<file path="config.mk">
export PLATFORM = sky130hd
export DESIGN_NAME = alu_arbiter
export DESIGN_NICKNAME = d
export VERILOG_FILES = /design/src/rtl/alu_pkg.sv /design/src/rtl/rr_arb2.sv /design/src/rtl/alu_arbiter.sv
export SDC_FILE = /design/constraint.sdc
export NUM_CORES = 1
export LEC_CHECK = 0
export ABC_CLOCK_PERIOD_IN_PS = 10200
export BUFFER_PORTS_ARGS = -buffer_cell sky130_fd_sc_hd__buf_2
export CAP_MARGIN = 20
export CORE_AREA = 2 2 110 112
export DETAILED_ROUTE_END_ITERATION = 6
export DIE_AREA = 0 0 112 114
export GPL_TIMING_DRIVEN = 0
export PLACE_DENSITY = 0.81
export SLEW_MARGIN = 20
export SYNTH_ARGS = -nofsm -noshare
export SYNTH_HDL_FRONTEND = slang
export SYNTH_SLANG_ARGS = --single-unit
</file>
<file path="constraint.sdc">
create_clock -name clk -period 10.2 [get_ports clk]
set_input_delay 0.51 -clock clk [delete_from_list [all_inputs] [get_ports clk]]
set_output_delay 0.51 -clock clk [all_outputs]
set_load 0.005 [all_outputs]
</file>
<file path="src/rtl/alu_pkg.sv">
// Shared definitions for the ALU arbiter slice.
//   - ALU control codes understood by the shared alu.
//   - Highest legal control code; anything above it is rejected.
//   - Arbiter state encoding.
package alu_pkg;

  localparam logic [3:0] OP_ADD = 4'd0;
  localparam logic [3:0] OP_SUB = 4'd1;
  localparam logic [3:0] OP_OR  = 4'd2;
  localparam logic [3:0] OP_AND = 4'd3;
  localparam logic [3:0] OP_SLT = 4'd4;
  localparam logic [3:0] OP_SLL = 4'd5;
  localparam logic [3:0] OP_SRL = 4'd6;
  localparam logic [3:0] OP_SGT = 4'd7;
  localparam logic [3:0] OP_XOR = 4'd8;

  localparam logic [3:0] OP_MAX = OP_XOR;

  typedef enum logic [1:0] {
    ST_IDLE  = 2'd0,
    ST_ISSUE = 2'd1,
    ST_HOLD  = 2'd2
  } arb_state_e;

endpackage

</file>
<file path="src/rtl/rr_arb2.sv">
// Two-input grant logic with a round-robin pointer.
// Ports:
//   clk, reset     : clock, asynchronous active-high reset
//   enable         : grants are only issued while enabled (arbiter idle)
//   valid0, valid1 : requester valids
//   gnt0, gnt1     : one-hot (or zero) combinational grants
// The pointer remembers the last requester granted; on contention the
// other one wins. With FIXED_PRI set, requester 0 always wins.
module rr_arb2 #(
  parameter bit FIXED_PRI = 1'b0
) (
  input  logic clk,
  input  logic reset,
  input  logic enable,
  input  logic valid0,
  input  logic valid1,
  output logic gnt0,
  output logic gnt1
);

  logic last_grant_q;
  logic last_grant_d;

  always_comb begin
    gnt0 = 1'b0;
    gnt1 = 1'b0;
    if (enable) begin
      if (FIXED_PRI) begin
        gnt0 = valid0;
        gnt1 = valid1 & ~valid0;
      end else if (valid0 && valid1) begin
        gnt0 = last_grant_q;
        gnt1 = ~last_grant_q;
      end else begin
        gnt0 = valid0;
        gnt1 = valid1;
      end
    end
  end

  always_comb begin
    last_grant_d = last_grant_q;
    if (gnt0) last_grant_d = 1'b0;
    if (gnt1) last_grant_d = 1'b1;
  end

  // Reset to 1 so requester 0 wins the first contention.
  always_ff @(posedge clk or posedge reset) begin
    if (reset) last_grant_q <= 1'b1;
    else       last_grant_q <= last_grant_d;
  end

endmodule

</file>
<file path="src/rtl/alu_arbiter.sv">
// Shares one combinational alu between the EX stage (requester 0) and the
// convolution engine (requester 1).
// Ports:
//   clk, reset                      : clock, asynchronous active-high reset
//   reqN_valid/ready/op/a/b         : request handshake and payload
//   rsp_valid/ready                 : response handshake
//   rsp_id/result/zero/err          : response owner, result, zero flag, bad op
//   alu_enable/control/in1/in2      : drive to the alu (zero unless issuing)
//   alu_res, alu_zero               : alu outputs, sampled only at end of ISSUE
// Flow: IDLE (accept) -> ISSUE (1 cycle, alu driven) -> HOLD (until
// rsp_ready). Illegal opcodes go IDLE -> HOLD with rsp_err set.
module alu_arbiter
  import alu_pkg::*;
#(
  parameter int              DATA_W    = 32,
  parameter int              OP_W      = 4,
  parameter logic [OP_W-1:0] MAX_OP    = OP_W'(OP_MAX),
  parameter bit              FIXED_PRI = 1'b0
) (
  input  logic              clk,
  input  logic              reset,
  input  logic              req0_valid,
  output logic              req0_ready,
  input  logic [OP_W-1:0]   req0_op,
  input  logic [DATA_W-1:0] req0_a,
  input  logic [DATA_W-1:0] req0_b,
  input  logic              req1_valid,
  output logic              req1_ready,
  input  logic [OP_W-1:0]   req1_op,
  input  logic [DATA_W-1:0] req1_a,
  input  logic [DATA_W-1:0] req1_b,
  output logic              rsp_valid,
  input  logic              rsp_ready,
  output logic              rsp_id,
  output logic [DATA_W-1:0] rsp_result,
  output logic              rsp_zero,
  output logic              rsp_err,
  output logic              alu_enable,
  output logic [OP_W-1:0]   alu_control,
  output logic [DATA_W-1:0] alu_in1,
  output logic [DATA_W-1:0] alu_in2,
  input  logic [DATA_W-1:0] alu_res,
  input  logic              alu_zero
);

  arb_state_e        state_q, state_d;
  logic [OP_W-1:0]   op_q, op_d;
  logic [DATA_W-1:0] a_q, a_d;
  logic [DATA_W-1:0] b_q, b_d;
  logic              id_q, id_d;
  logic              rsp_valid_q, rsp_valid_d;
  logic              rsp_id_q, rsp_id_d;
  logic [DATA_W-1:0] rsp_result_q, rsp_result_d;
  logic              rsp_zero_q, rsp_zero_d;
  logic              rsp_err_q, rsp_err_d;

  logic              gnt0, gnt1;
  logic              accept;
  logic              acc_id;
  logic [OP_W-1:0]   acc_op;
  logic [DATA_W-1:0] acc_a, acc_b;
  logic              acc_illegal;
  logic              issuing;

  rr_arb2 #(
    .FIXED_PRI(FIXED_PRI)
  ) u_arb (
    .clk   (clk),
    .reset (reset),
    .enable(state_q == ST_IDLE),
    .valid0(req0_valid),
    .valid1(req1_valid),
    .gnt0  (gnt0),
    .gnt1  (gnt1)
  );

  assign req0_ready  = gnt0;
  assign req1_ready  = gnt1;
  assign accept      = gnt0 | gnt1;
  assign acc_id      = gnt1;
  assign acc_op      = gnt1 ? req1_op : req0_op;
  assign acc_a       = gnt1 ? req1_a  : req0_a;
  assign acc_b       = gnt1 ? req1_b  : req0_b;
  assign acc_illegal = (acc_op > MAX_OP);

  // Outside ISSUE the alu sees all-zero inputs so nothing downstream of it
  // toggles on stale operands.
  assign issuing     = (state_q == ST_ISSUE);
  assign alu_enable  = issuing;
  assign alu_control = issuing ? op_q : '0;
  assign alu_in1     = issuing ? a_q  : '0;
  assign alu_in2     = issuing ? b_q  : '0;

  assign rsp_valid  = rsp_valid_q;
  assign rsp_id     = rsp_id_q;
  assign rsp_result = rsp_result_q;
  assign rsp_zero   = rsp_zero_q;
  assign rsp_err    = rsp_err_q;

  always_comb begin
    op_d = op_q;
    a_d  = a_q;
    b_d  = b_q;
    id_d = id_q;
    if ((state_q == ST_IDLE) && accept) begin
      op_d = acc_op;
      a_d  = acc_a;
      b_d  = acc_b;
      id_d = acc_id;
    end
  end

  always_comb begin
    state_d      = state_q;
    rsp_valid_d  = rsp_valid_q;
    rsp_id_d     = rsp_id_q;
    rsp_result_d = rsp_result_q;
    rsp_zero_d   = rsp_zero_q;
    rsp_err_d    = rsp_err_q;
    case (state_q)
      ST_IDLE: begin
        if (accept) begin
          if (acc_illegal) begin
            // Bad opcode never reaches the alu; answer immediately.
            state_d      = ST_HOLD;
            rsp_valid_d  = 1'b1;
            rsp_id_d     = acc_id;
            rsp_result_d = '0;
            rsp_zero_d   = 1'b0;
            rsp_err_d    = 1'b1;
          end else begin
            state_d = ST_ISSUE;
          end
        end
      end
      ST_ISSUE: begin
        state_d      = ST_HOLD;
        rsp_valid_d  = 1'b1;
        rsp_id_d     = id_q;
        rsp_result_d = alu_res;
        rsp_zero_d   = alu_zero;
        rsp_err_d    = 1'b0;
      end
      ST_HOLD: begin
        if (rsp_ready) begin
          state_d      = ST_IDLE;
          rsp_valid_d  = 1'b0;
          rsp_id_d     = 1'b0;
          rsp_result_d = '0;
          rsp_zero_d   = 1'b0;
          rsp_err_d    = 1'b0;
        end
      end
      default: state_d = ST_IDLE;
    endcase
  end

  always_ff @(posedge clk or posedge reset) begin
    if (reset) begin
      state_q      <= ST_IDLE;
      rsp_valid_q  <= 1'b0;
      rsp_id_q     <= 1'b0;
      rsp_result_q <= '0;
      rsp_zero_q   <= 1'b0;
      rsp_err_q    <= 1'b0;
    end else begin
      state_q      <= state_d;
      rsp_valid_q  <= rsp_valid_d;
      rsp_id_q     <= rsp_id_d;
      rsp_result_q <= rsp_result_d;
      rsp_zero_q   <= rsp_zero_d;
      rsp_err_q    <= rsp_err_d;
    end
  end

  // Operation latch: only observed through the ISSUE-gated alu outputs and
  // rsp_id capture, so it needs no reset.
  always_ff @(posedge clk) begin
    op_q <= op_d;
    a_q  <= a_d;
    b_q  <= b_d;
    id_q <= id_d;
  end

endmodule

</file>
==> results by group <==
Floorplanning
  – IO Count: 281
  – Row count: 40
  – Core area: approximately 0.012 sq mm
  – Height of the die: 114 microns
  – Initial core utilization: approximately 45%
  – Chip Width: 112 microns
  – Die ar.: about 0.013 sq mm

Logic synthesis
  – Synth Area per Inst: slightly below 10 sq um
  – Distinct cells, synth: 34
  – Largest family of logic cells by synthesized area: simple AND/OR/NAND/NOR gates
  – Post-synth EDFFs: 69
  – Netlist Area Pre-Place: roughly 0.0053 sq mm
  – Ys flop type: edfxtp_1
  – Syn Inst Count: ~550
  – Adder-Cell Fraction of Synth Area: less than 1%
  – Post-Synthesis Net Count: ~730
  – Sequential share of the synthesized area: 57.9%
  – Synth top area cells: edfxtp_1 (39%), dfrtp_1 (18%), nand2_1 (17%)
  – Count leader, synth: nand2_1
  – Simple-gate portion of the synthesized area: between 20% and 30%
  – Post-synthesis mux area share: just under 7%
  – Commonest cells in the synthesized netlist: nand2_1 (240), and2_1 (69), edfxtp_1 (69)
  – Largest area contributor in the synthesized netlist: edfxtp_1
  – Ys Warns: 0
  – Synth Area in Compound Gates: under 10%
  – Register bit total from synthesis: 108
  – Asr flop ratio synth: 36.1%
  – Post-Synth XOR/XNOR Area: 0%
  – Share of the synthesized area in the top cell type: ~39%

CTS
  – CTS root buf: clkbuf_16
  – Post-CTS setup buffers: 0
  – Post_cts resized: 0
  – Skew-Pair Late Insertion Delay: 340 ps
  – Htree depth: 3
  – TritonCTS Buffers: 9
  – CTS sink cnt: approximately 110
  – Clock Tree Buf Depth: 2
  – Clk slew on worst S/H paths: ~70 ps
  – Cts hold-fix bufs: 0
  – CTS tree: built

Route
  – Post-DR vias/cell: 4.67
  – Vias: approximately 4,600
  – WL met2: about 6.8 mm
  – Wire per inst: about 14 microns
  – ANT nets after route: 0
  – Metal-1 WL: roughly 5.7 mm
  – Residual DRC: 0
  – Initial DRC count: 178
  – Met3 wire length: roughly 1.1 mm
  – Routed Wire Length: ~14 mm
  – Top Metal Used: met4
  – DRT Pass-1 Iters: 4

Timing
  – Final Hold Vio Count: 0
  – Worst Clk Skew: 6.53 ps
  – Slew @ Worst Pin: 681 ps
  – Fmax achieved: roughly 350 MHz
  – Final setup vio count: 0
  – Setup TNS: 0 ps
  – Min cycle time layout: between 2000 and 3000 ps
  – Final clock period utilization by the worst path: about 28%
  – RSZ-0062 raised after global routing: no
  – Slew Viols, Final: 0
  – Max-slew headroom at the worst pin: between 50 and 60%
  – Hold WS: 114 ps

Finish
  – Layout cells sized above 1: about two fifths
  – Layout Area Growth over Synthesis: 37.3%
  – ANT cells: 0
  – # nets final: a little over 1,000
  – Fin cells: 995

Setup path
  – Worst path most repeated cell: buf_2
  – Slowest cell on crit path: dfrtp_1
  – Worst Path Class, Setup: flip-flop to primary output
  – Slowest Stage Delay on Critical Path: 390 ps
  – Flop-to-flop setup slack: roughly 8000 ps
  – Crit path capture type: primary output
  – Critical Path Start Type: flip-flop
  – CP Cell Sequence: inv_1, ha_1, nand2_2, or2_1, buf_2, inv_2, buf_2, buf_2
  – Required @ worst endpoint: slightly below 10,000 ps
  – Critical Path Fanout Max: 11
  – CP arrival: between 2000 and 2500 ps

Global route
  – Largest net degree at the start of global routing: 30
  – Vias in the first global route: 4,599
  – GR Util All Layers: about 22%
  – First-pass GRT wire length: ~22 mm
  – Initial antenna violation count: 0
  – Grt total ovfl: 0

Power and ir drop
  – Pwr dens: about 260 mW/mm^2
  – Leakage Power: a little under 4 nW
  – Worst IR Drop VDD: about 0.18 mV
  – Total power: 1.89 mW

Run status
  – Run status: finished, final reports clean

Placed design
  – RePlAce Congestion: between 0.8 and 0.9
  – Dpl cells: 979
  – Post-DP HPWL: around 11 mm
  – IO Port Bufs: 280

Hold path
  – Hold crit path type: input port to async pin

Job
  – Max Cap Violations: 0
-- metrics by stage --
stage | area [sq um] | util (%) | setup WS [ps]
2_1_floorplan | 5270 | - | 5940
3_3_place_gp | 6860 | 58.5 | 4530
3_5_place_dp | 6960 | 59.4 | 7660
4_1_cts | 7230 | 61.8 | 7280
5_1_grt | 7230 | 61.8 | 7170
6_report | 7230 | 61.8 | 7360
-- layer usage --
| metal | global-route usage (%) | up-vias |
|---|---|---|
| met4 | 7.97 | 0 |
| li1 | - | 2308 |
| met3 | 5.15 | 28 |
| met1 | 25.8 | 2103 |
| met2 | 39.0 | 203 |
| met5 | 0 | - |
-- layout make-up --
cell class | instances | area (sq um)
Fill cell | 1033 | 4480
Sequential cell | 108 | 3050
Multi-Input combinational cell | 369 | 1890
Timing Repair Buffer | 284 | 1500
Clock buffer | 10 | 239
Buffer | 30 | 186
Tap cell | 147 | 184
Inverter | 41 | 154
Clock inverter | 6 | 37.5
-- power breakdown --
part | leakage, nW | total (mW) | switching [mW] | internal [mW]
clock network | 0.139 | 0.328 | 0.155 | 0.172
logic | 2.60 | 0.822 | 0.450 | 0.372
registers | 1.18 | 0.740 | 0.0535 | 0.686
total | 3.92 | 1.89 | 0.659 | 1.23
-- logic make-up (layout without fill, tap and decap cells) --
family	count (synthesis)	in the layout
AOI/OAI and AO/OA	12	12
adders and majority gates	3	3
buffers and inverters	71	371
DFF	108	108
muxes	36	36
and+or+nand+nor	318	318
-- cells in the final DEF (no fill, tap or decap), drive strengths merged --
cell type  synthesis  routed
a21oi              3       3
a311oi             1       1
and2              69      69
buf               14     298
clkbuf            16      26
clkinv             0       3
clkinvlp           0       1
dfrtp             38      38
dfstp              1       1
edfxtp            69      69
ha                 3       3
inv               41      43
mux2               2       2
mux2i             34      34
nand2            241     241
nand3              1       1
nor2               3       3
nor2b              1       1
nor3               2       2
o2111a             1       1
o21a               1       1
o21ai              2       2
o22a               1       1
o311ai             1       1
o31a               1       1
o31ai              1       1
or2                1       1
-- registers in the layout, summed over array words and instances, names as in the netlist --
register and count:
a_q 32, b_q 32, id_q 1, op_q 4, rsp_err 1, rsp_id 1
rsp_result 32, rsp_valid 1, rsp_zero 1, state_q 2, u_arb.last_grant_q 1
-- final timing paths --
path / start / to / cells past startpoint
max: state_q[0] / req1_ready / 8
min: reset / rsp_result[14] / 2
max reg2reg: state_q[0] / b_q[21] / 10
min reg2reg: rsp_id / rsp_id / 1
max in group asynchronous: reset / state_q[1] / 3
min in group clk: alu_res[8] / rsp_result[8] / 3
-- worst max-delay path: cells and delay by family, from the launching register on --
family,cells,cell delay (ps)
buffers and inverters,5,960
DFF,1,390
and+or+nand+nor,2,340
adders and majority gates,1,300
No activity file was read; power rests on OpenSTA's default activity.
